**src/rtl/cpu_trace_pkg.sv**
```systemverilog
// Shared definitions for the CPU trace dumper: record tags and controller states.
package cpu_trace_pkg;

  localparam logic [1:0] TAG_PC  = 2'd0;
  localparam logic [1:0] TAG_REG = 2'd1;
  localparam logic [1:0] TAG_END = 2'd2;

  typedef enum logic [2:0] {
    ST_IDLE,
    ST_PC,
    ST_REG,
    ST_RUN,
    ST_END,
    ST_DONE
  } trace_state_e;

endpackage

```
**src/rtl/trace_rec_slot.sv**
```systemverilog
// Single-entry output register for the record stream: loads when empty,
// holds every field stable while valid, and drains on a valid/ready handshake.
module trace_rec_slot #(
  parameter int DATA_W = 32,
  parameter int IDX_W  = 5,
  parameter int SNAP_W = 5
) (
  input  logic              clk_i,
  input  logic              rst_i,
  input  logic              load_i,
  input  logic [1:0]        tag_i,
  input  logic [IDX_W-1:0]  idx_i,
  input  logic [DATA_W-1:0] data_i,
  input  logic [SNAP_W-1:0] snap_i,
  input  logic              ready_i,
  output logic              valid_o,
  output logic [1:0]        tag_o,
  output logic [IDX_W-1:0]  idx_o,
  output logic [DATA_W-1:0] data_o,
  output logic [SNAP_W-1:0] snap_o,
  output logic              accept_o
);

  logic              r_valid;
  logic [1:0]        r_tag;
  logic [IDX_W-1:0]  r_idx;
  logic [DATA_W-1:0] r_data;
  logic [SNAP_W-1:0] r_snap;

  assign accept_o = r_valid & ready_i;

  // A load request while the slot is occupied is ignored so a pending record never changes.
  always_ff @(posedge clk_i or negedge rst_i) begin
    if (!rst_i) begin
      r_valid <= 1'b0;
      r_tag   <= '0;
      r_idx   <= '0;
      r_data  <= '0;
      r_snap  <= '0;
    end else if (load_i && !r_valid) begin
      r_valid <= 1'b1;
      r_tag   <= tag_i;
      r_idx   <= idx_i;
      r_data  <= data_i;
      r_snap  <= snap_i;
    end else if (accept_o) begin
      r_valid <= 1'b0;
    end
  end

  assign valid_o = r_valid;
  assign tag_o   = r_tag;
  assign idx_o   = r_idx;
  assign data_o  = r_data;
  assign snap_o  = r_snap;

endmodule

```
**src/rtl/cpu_trace_dumper.sv**
```systemverilog
// Run controller and architectural-state dumper: stalls the CPU, streams PC and
// register records per snapshot, releases the CPU one clock between snapshots.
//   state   | meaning
//   IDLE    | after reset, waiting for start
//   PC      | PC record loaded / waiting for handshake
//   REG     | walking register file, one record per register
//   RUN     | CPU released for exactly one clock
//   END     | END record with snapshot count
//   DONE    | run finished, waiting for a new start
module cpu_trace_dumper
  import cpu_trace_pkg::*;
#(
  parameter int DATA_W      = 32,
  parameter int PC_W        = 32,
  parameter int NUM_REGS    = 32,
  parameter int MAX_SNAPS   = 30,
  parameter int HALT_DETECT = 1,
  parameter int HALT_REPEAT = 3,
  parameter int SKIP_ZERO   = 0,
  localparam int IDX_W      = (NUM_REGS > 1) ? $clog2(NUM_REGS) : 1,
  localparam int SNAP_W     = $clog2(MAX_SNAPS + 1),
  localparam int HALT_W     = $clog2(HALT_REPEAT)
) (
  input  logic              clk_i,
  input  logic              rst_i,
  input  logic              start_i,
  input  logic [PC_W-1:0]   pc_i,
  output logic [IDX_W-1:0]  rf_raddr_o,
  input  logic [DATA_W-1:0] rf_rdata_i,
  output logic              cpu_stall_o,
  output logic              rec_valid_o,
  input  logic              rec_ready_i,
  output logic [1:0]        rec_tag_o,
  output logic [IDX_W-1:0]  rec_idx_o,
  output logic [DATA_W-1:0] rec_data_o,
  output logic [SNAP_W-1:0] rec_snap_o,
  output logic              busy_o,
  output logic              done_o
);

  trace_state_e      r_state, w_state_next;
  logic [IDX_W-1:0]  r_idx, w_idx_next;
  logic [SNAP_W-1:0] r_snap, w_snap_next;
  logic [HALT_W-1:0] r_halt, w_halt_next;
  logic [PC_W-1:0]   r_prev_pc, w_prev_pc_next;
  logic              r_prev_ok, w_prev_ok_next;

  logic              w_load;
  logic [1:0]        w_tag;
  logic [IDX_W-1:0]  w_rec_idx;
  logic [DATA_W-1:0] w_rec_data;
  logic              w_valid;
  logic              w_accept;
  logic              w_advance;
  logic              w_skip;
  logic              w_last_reg;
  logic              w_halted;
  logic [SNAP_W-1:0] w_snap_inc;
  logic [HALT_W-1:0] w_halt_inc;

  assign w_last_reg = (r_idx == IDX_W'(NUM_REGS - 1));
  assign w_snap_inc = (r_snap == SNAP_W'(MAX_SNAPS)) ? r_snap : r_snap + 1'b1;
  assign w_halt_inc = (r_halt == HALT_W'(HALT_REPEAT - 1)) ? r_halt : r_halt + 1'b1;
  assign w_halted   = (HALT_DETECT != 0) && (r_halt == HALT_W'(HALT_REPEAT - 1));
  assign w_skip     = (SKIP_ZERO != 0) && (rf_rdata_i == '0);

  always_ff @(posedge clk_i or negedge rst_i) begin
    if (!rst_i) begin
      r_state   <= ST_IDLE;
      r_idx     <= '0;
      r_snap    <= '0;
      r_halt    <= '0;
      r_prev_pc <= '0;
      r_prev_ok <= 1'b0;
    end else begin
      r_state   <= w_state_next;
      r_idx     <= w_idx_next;
      r_snap    <= w_snap_next;
      r_halt    <= w_halt_next;
      r_prev_pc <= w_prev_pc_next;
      r_prev_ok <= w_prev_ok_next;
    end
  end

  always_comb begin
    w_state_next   = r_state;
    w_idx_next     = r_idx;
    w_snap_next    = r_snap;
    w_halt_next    = r_halt;
    w_prev_pc_next = r_prev_pc;
    w_prev_ok_next = r_prev_ok;
    w_load         = 1'b0;
    w_tag          = TAG_PC;
    w_rec_idx      = '0;
    w_rec_data     = '0;
    w_advance      = 1'b0;

    unique case (r_state)
      ST_IDLE, ST_DONE: begin
        if (start_i) begin
          w_state_next   = ST_PC;
          w_idx_next     = '0;
          w_snap_next    = '0;
          w_halt_next    = '0;
          w_prev_ok_next = 1'b0;
        end
      end
      ST_PC: begin
        w_tag      = TAG_PC;
        w_rec_data = DATA_W'(pc_i);
        w_load     = !w_valid;
        if (w_accept) begin
          // The first snapshot of a run has no predecessor to compare against.
          w_halt_next    = (r_prev_ok && (pc_i == r_prev_pc)) ? w_halt_inc : '0;
          w_prev_pc_next = pc_i;
          w_prev_ok_next = 1'b1;
          w_state_next   = ST_REG;
        end
      end
      ST_REG: begin
        w_tag      = TAG_REG;
        w_rec_idx  = r_idx;
        w_rec_data = rf_rdata_i;
        if (!w_valid) begin
          w_load    = !w_skip;
          w_advance = w_skip;
        end else begin
          w_advance = w_accept;
        end
        if (w_advance) begin
          if (w_last_reg) begin
            w_idx_next   = '0;
            w_snap_next  = w_snap_inc;
            w_state_next = ((w_snap_inc == SNAP_W'(MAX_SNAPS)) || w_halted) ? ST_END : ST_RUN;
          end else begin
            w_idx_next = r_idx + 1'b1;
          end
        end
      end
      ST_RUN: begin
        w_state_next = ST_PC;
      end
      ST_END: begin
        w_tag      = TAG_END;
        w_rec_data = DATA_W'(r_snap);
        w_load     = !w_valid;
        if (w_accept) begin
          w_state_next = ST_DONE;
        end
      end
      default: begin
        w_state_next = ST_IDLE;
      end
    endcase
  end

  trace_rec_slot #(
    .DATA_W (DATA_W),
    .IDX_W  (IDX_W),
    .SNAP_W (SNAP_W)
  ) u_slot (
    .clk_i    (clk_i),
    .rst_i    (rst_i),
    .load_i   (w_load),
    .tag_i    (w_tag),
    .idx_i    (w_rec_idx),
    .data_i   (w_rec_data),
    .snap_i   (r_snap),
    .ready_i  (rec_ready_i),
    .valid_o  (w_valid),
    .tag_o    (rec_tag_o),
    .idx_o    (rec_idx_o),
    .data_o   (rec_data_o),
    .snap_o   (rec_snap_o),
    .accept_o (w_accept)
  );

  assign rec_valid_o = w_valid;
  assign rf_raddr_o  = r_idx;
  assign cpu_stall_o = (r_state != ST_RUN);
  assign busy_o      = (r_state == ST_PC) || (r_state == ST_REG) ||
                       (r_state == ST_RUN) || (r_state == ST_END);
  assign done_o      = (r_state == ST_DONE);

endmodule

```
**config.mk**
```make
export PLATFORM = sky130hd
export DESIGN_NAME = cpu_trace_dumper
export DESIGN_NICKNAME = d
export VERILOG_FILES = /design/src/rtl/cpu_trace_pkg.sv /design/src/rtl/trace_rec_slot.sv /design/src/rtl/cpu_trace_dumper.sv
export SDC_FILE = /design/constraint.sdc
export NUM_CORES = 1
export LEC_CHECK = 0
export ABC_AREA = 1
export CORE_UTILIZATION = 50
export DETAILED_ROUTE_END_ITERATION = 10
export PLACE_DENSITY = 0.83
export SYNTH_ARGS = -nofsm -noshare
export SYNTH_HDL_FRONTEND = slang
export SYNTH_SLANG_ARGS = --single-unit
```
**constraint.sdc**
```tcl
create_clock -name clk_i -period 1.9 [get_ports clk_i]
set_input_delay 0.19 -clock clk_i [delete_from_list [all_inputs] [get_ports clk_i]]
set_output_delay 0.19 -clock clk_i [all_outputs]
set_load 0.01 [all_outputs]
```
### Word level (Yosys, flattened, before mapping)

Index checks and enable logic that the tools add are counted.
Widths: inputs -> output; s select.

| storage, ports and cells | value |
|---|---|
| bits in read-only memories | 0 |
| register bits | 93 |
| memories | 0 |
| bits in writable memories | 0 |
| bits in latches | 0 |
| bits of input ports | 68 |
| output and inout bits | 53 |

| cells by class | value |
|---|---|
| order comparisons | 0 |
| shift-type cells | 0 |
| bitwise logic cells | 1 |
| div/mod/pow operators | 0 |
| equality and inequality tests | 17 |
| multipliers | 0 |
| multiplexer cells | 32 |
| reductions and logical operators | 19 |
| add/subtract/negate cells | 3 |

Operators by type and width:

| operator | number |
|---|---|
| $pmux 32 s3 | 1 |
| $mux 5 | 7 |
| $eq 32x32->1 | 1 |
| $pmux 5 s2 | 2 |
| $mux 3 | 6 |
| $eq 5x5->1 const B | 3 |
| $pmux 3 s5 | 1 |
| $add 5x1->5 const B | 2 |
| $mux 2 | 4 |
| $ne 2x2->1 const B | 4 |
| $pmux 2 s2 | 2 |
| $reduce_and 4->1 | 2 |
| $mux 1 | 7 |
| $eq 3x2->1 const B | 2 |
| $eq 3x3->1 const B | 2 |
| $reduce_and 3->1 | 2 |
| $reduce_bool 2->1 | 3 |
| $reduce_and 5->1 | 1 |
| $logic_or 1x1->1 | 4 |
| $pmux 1 s2 | 2 |
| $reduce_or 2->1 | 2 |
| $eq 3x1->1 const B | 1 |
| $logic_not 3->1 | 1 |
| $ne 3x2->1 const B | 1 |
| other kinds (8) | 9 |

### Logic depth before layout (Yosys ltp)

| depth | value |
|---|---|
| depth after elaboration | 8 |
| gate-level depth with buffers | 13 |

### Hierarchy

Synthesis repeated with hierarchy kept, for this count alone.

| unflattened totals | value |
|---|---|
| cell total of the unflattened synthesis | 669 |
| area, all modules | 4962.3 µm² |

Modules (own cells, without submodules):

| module | seq. area each (µm²) | area an instance (µm²) | cells an instance | times used |
|---|---|---|---|---|
| cpu_trace_dumper | 1201.2 | 3144.3 | 474 | 1 |
| trace_rec_slot | 1126.1 | 1818.0 | 195 | 1 |

### Worst setup path before layout

OpenSTA, ideal clock, no wires.

| timing | value |
|---|---|
| path kind | register -> register |
| from | register r_idx[0], in the netlist rf_raddr_o[0] |
| to | register r_idx[3], in the netlist rf_raddr_o[3] |
| period minus slack after synthesis | 1.562 ns |
| library setup time | 0.080 ns |
| path slack | 0.338 ns |
| data required time | 1.820 ns |
| stages on the path, launching flop included | 9 |
| arrival | 1.482 ns |
| cells stage by stage | dfrtp_1 ha_1 inv_1 nor3_1 ha_1 nor2_2 nor2_4 buf_6 nor3b_2 |

| on the way | value |
|---|---|
| word-level cells in the longest chain between the ends | 4 |

RTL lines:

| what | line | source |
|---|---|---|
| start, declared | cpu_trace_dumper.sv:42 | `logic [IDX_W-1:0] r_idx, w_idx_next;` |
| start signal, assigned | cpu_trace_dumper.sv:77 | `r_idx <= w_idx_next;` |
| $add 5x1->5 or $eq 5x5->1 (tied branches) | cpu_trace_dumper.sv:136, cpu_trace_dumper.sv:61 |  |
| $mux 5 * | cpu_trace_dumper.sv:131 | `if (w_last_reg) begin` |
| $mux 5 * | cpu_trace_dumper.sv:130 | `if (w_advance) begin` |
| $pmux 5 s2 * | cpu_trace_dumper.sv:98 | `unique case (r_state)` |

Mark *: on every way between the ends. The rest lies on a longest branch, timed or not. The select of a mux whose other input is x is not followed.
A chain may end at the register's enable or synchronous reset.

### Final worst setup path

| timing | value |
|---|---|
| from | register r_state[1] |
| to | output port cpu_stall_o |

| on the way | value |
|---|---|
| word-level cells in the longest chain between the ends | 1 |

RTL lines:

| what | line | source |
|---|---|---|
| start, declared | cpu_trace_dumper.sv:41 | `trace_state_e r_state, w_state_next;` |
| start signal, assigned | cpu_trace_dumper.sv:76 | `r_state <= w_state_next;` |
| $ne 3x2->1 | cpu_trace_dumper.sv:180 | `assign cpu_stall_o = (r_state != ST_RUN);` |
| end, declared | cpu_trace_dumper.sv:30 | `output logic cpu_stall_o,` |

Every way passes these cells.

==> flow_summary.json <==
{
  "relSlewSlack_pct": 71.3,
  "cts_buffers": 9,
  "num_io_pins": 121,
  "final_antenna_net_count": 0,
  "core_area_um2": 9730,
  "worst-path-buf-inv": 2,
  "finalPower_mw": 9.63,
  "hold_path.class": "in -> async",
  "drt-pass1-iter-count": 6,
  "status": "completed",
  "num_rows": 36,
  "crit_arrival_ns": 1.60,
  "final_area_um2": 6620,
  "crit_chain": "inv_2 -> nor2_4 -> nand2_1 -> clkdlybuf4s50_1",
  "post-route-period-util_pct": 94.2,
  "cp_max_fo": 6,
  "synth_area_um2": 4990,
  "clock_latency_ns": 0.37,
  "placedInstanceArea_um2": 6350,
  "yosysWarningCount": 0,
  "die_area_um2": 10400,
  "fmax_ghz": 0.559,
  "clkSinkCount": 93,
  "dp_hpwl_um": 10000,
  "wirelength_um": 13300,
  "htree_levels": 3,
  "finClkSkew_ns": 0.0103,
  "cp_data_required_time_ns": 1.71,
  "synth-compound-area-share_pct": 11.0,
  "seq_area_frac_synth_pct": 46.7,
  "period_minus_slack_ns": 1.79,
  "grt.total_usage_pct": 27.4,
  "n_antenna_cell": 0,
  "synthDistinctLibCells": 33,
  "route.detailed.drc": 0,
  "hold_viol": 0,
  "gp_congestion": 0.983,
  "area_delta_synth_final_pct": 32.6,
  "wire_per_inst_um": 14.3,
  "grt_pass1_wl_um": 21900,
  "worst_setup_path_start_kind": "flop",
  "critPathCaptureType": "output port",
  "yosysTopAreaCellShare_pct": 46.7,
  "cts-root-buf": "clkbuf_8",
  "vdd_drop_max_v": 0.000803,
  "avgSynthCellArea_um2": 7.46,
  "antenna_found_initial": 0,
  "layout-drive-gt1-share_pct": 8.29,
  "port-buffer-count": 120,
  "dr.first_iter.drc_count": 334,
  "slowest_stage": "clkdlybuf4s50_1",
  "worstSetupPathType": "reg -> out",
  "cp_top_family": "buffers and inverters",
  "setup_viol": 0,
  "synth_nets": 742,
  "clk_pin_slew_worst_paths_ns": 0.08,
  "drv_slew": 0,
  "max_stage_delay_ns": 0.55,
  "p_leak_nw": 3.16,
  "worst_pin_slew_ns": 0.431,
  "nets": 864,
  "synth_area_leaders": "dfrtp_1 47%, nand2_1 18%, inv_1 5.6%",
  "yosysTopAreaCell": "dfrtp_1",
  "cts_buffer_depth": 2,
  "synth_top_family_by_area": "simple AND/OR/NAND/NOR gates",
  "cap_violations": 0,
  "overflow": 0,
  "die_w_um": 102,
  "muxShareOfSynthArea_pct": 1.50,
  "p_per_area_nw_per_um2": 1460,
  "syn_inst": 669,
  "yosys.area_share.adder_pct": 1.25,
  "vias_per_cell": 5.15,
  "synth_xor_area_share_pct": 1.58,
  "cts_tree": "done",
  "synth-seq-cells": 93,
  "fp.dieH_um": 102,
  "route.vias.total": 4785,
  "whs_ns": 0.306,
  "initial_core_util_pct": 51.3,
  "synth-simple-area-share_pct": 29.4,
  "first_global_vias": 4623,
  "grt_max_degree": 45
}
-- area by class of cell --
type                       count  area [µm²]
clock buffer                  12         145
clock inverter                 4        95.1
fill                         852        3110
inverter                      82         308
multi-input combinational    471        2240
sequential                    93        2330
tap                          133         166
timing repair buffer         134        1330
-- cell usage in the layout, fill, tap and decap left out, types with 4 or more instances in the layout --
cell type | synthesis | layout
o21ai_0 | 50 | 50
inv_2 | 8 | 9
nand3_1 | 23 | 23
buf_4 | 2 | 12
xnor2_1 | 7 | 7
o21ai_1 | 8 | 8
a31oi_1 | 27 | 27
ha_1 | 5 | 4
dfrtp_1 | 93 | 91
a21oi_1 | 6 | 6
mux2_4 | 5 | 5
inv_1 | 74 | 73
clkdlybuf4s50_1 | 0 | 117
nand4_1 | 5 | 5
clkbuf_8 | 0 | 10
nand2_1 | 235 | 235
nor2_1 | 71 | 70
-- state kept, by name (all words and copies together) (netlist names) --
register / cells
r_prev_ok: 1
u_slot.data_o: 32
u_slot.snap_o: 5
rf_raddr_o: 5
u_slot.idx_o: 5
r_halt: 2
u_slot.valid_o: 1
r_prev_pc: 32
u_slot.tag_o: 2
r_snap: 5
r_state: 3
-- routing by layer --
metal  global-route usage, %  vias up  share of wire, %
li1                        -     2346                 -
met5                       0        -                 0
met4                    9.56        0               1.8
met3                    4.92       23               7.3
met2                    46.5      179                49
met1                    35.3     2237                42
-- cell usage after synthesis --
library cell  number
a21boi_2           1
a21oi_1            6
a221oi_1           2
a31oi_1           27
buf_2              9
buf_4              2
buf_6              2
clkbuf_1          10
dfrtp_1           93
ha_1               5
inv_1             74
inv_2              8
mux2_4             5
nand2_1          235
nand2_2            3
nand2_4            1
nand3_1           23
nand3_2            3
nand3_4            1
nand3b_1           1
nand4_1            5
nor2_1            71
nor2_2             2
nor2_4             3
nor3_1             3
nor3b_2            1
o21ai_0           50
o21ai_1            8
o21ai_2            3
o22ai_1            1
or2_2              2
xnor2_1            7
xor2_1             2
-- power by group --
| part | switching (mW) | internal [mW] |
|---|---|---|
| clock network | 0.699 | 0.910 |
| registers | 0.547 | 2.78 |
| logic | 2.65 | 2.05 |
-- cells by family (layout without fill, tap and decap cells) --
family | Yosys count | count (layout)
muxes | 5 | 5
AOI/OAI and AO/OA | 98 | 98
DFF | 93 | 93
xor gates and xnor gates | 9 | 9
and+or+nand+nor | 354 | 354
buffers and inverters | 105 | 232
adders and majority gates | 5 | 5
-- metrics by stage --
step	util, %	std cells	worst slack (ns)	setup TNS, ns
finish	68.0	929	0.110	0
CTS	67.9	929	0.0141	0
global placement	65.3	911	0.157	0
floorplan	-	669	0.338	0
global route	68.0	929	-0.0152	-0.0152
detailed placement	65.3	911	0.0792	0
-- what timing repair did --
action | 4_1_cts | 5_1_grt
hold buffers | 1 | 0
hold endpoints to repair | 29 | 0
gates resized for setup | 2 | 5
setup buffers | 1 | 0
setup endpoints to repair | 2 | 5
-- worst paths after layout --
path,startpoint,endpoint,slack [ns],depth (start not counted)
hold reg to reg,u_slot.tag_o[0]$_DFFE_PN0P_,u_slot.tag_o[0]$_DFFE_PN0P_,0.49,2
max in group asynchronous,rst_i,r_snap[0]$_DFFE_PN0P_,0.95,3
setup / recovery,r_state[1]$_DFFE_PN0P_,cpu_stall_o,0.11,4
min in group clk_i,rf_rdata_i[29],u_slot.data_o[29]$_DFFE_PN0P_,0.38,3
hold / removal,rst_i,u_slot.data_o[1]$_DFFE_PN0P_,0.31,2
setup reg to reg,r_snap[0]$_DFFE_PN0P_,r_state[1]$_DFFE_PN0P_,0.11,13
Power figures use the tool's default switching activity.
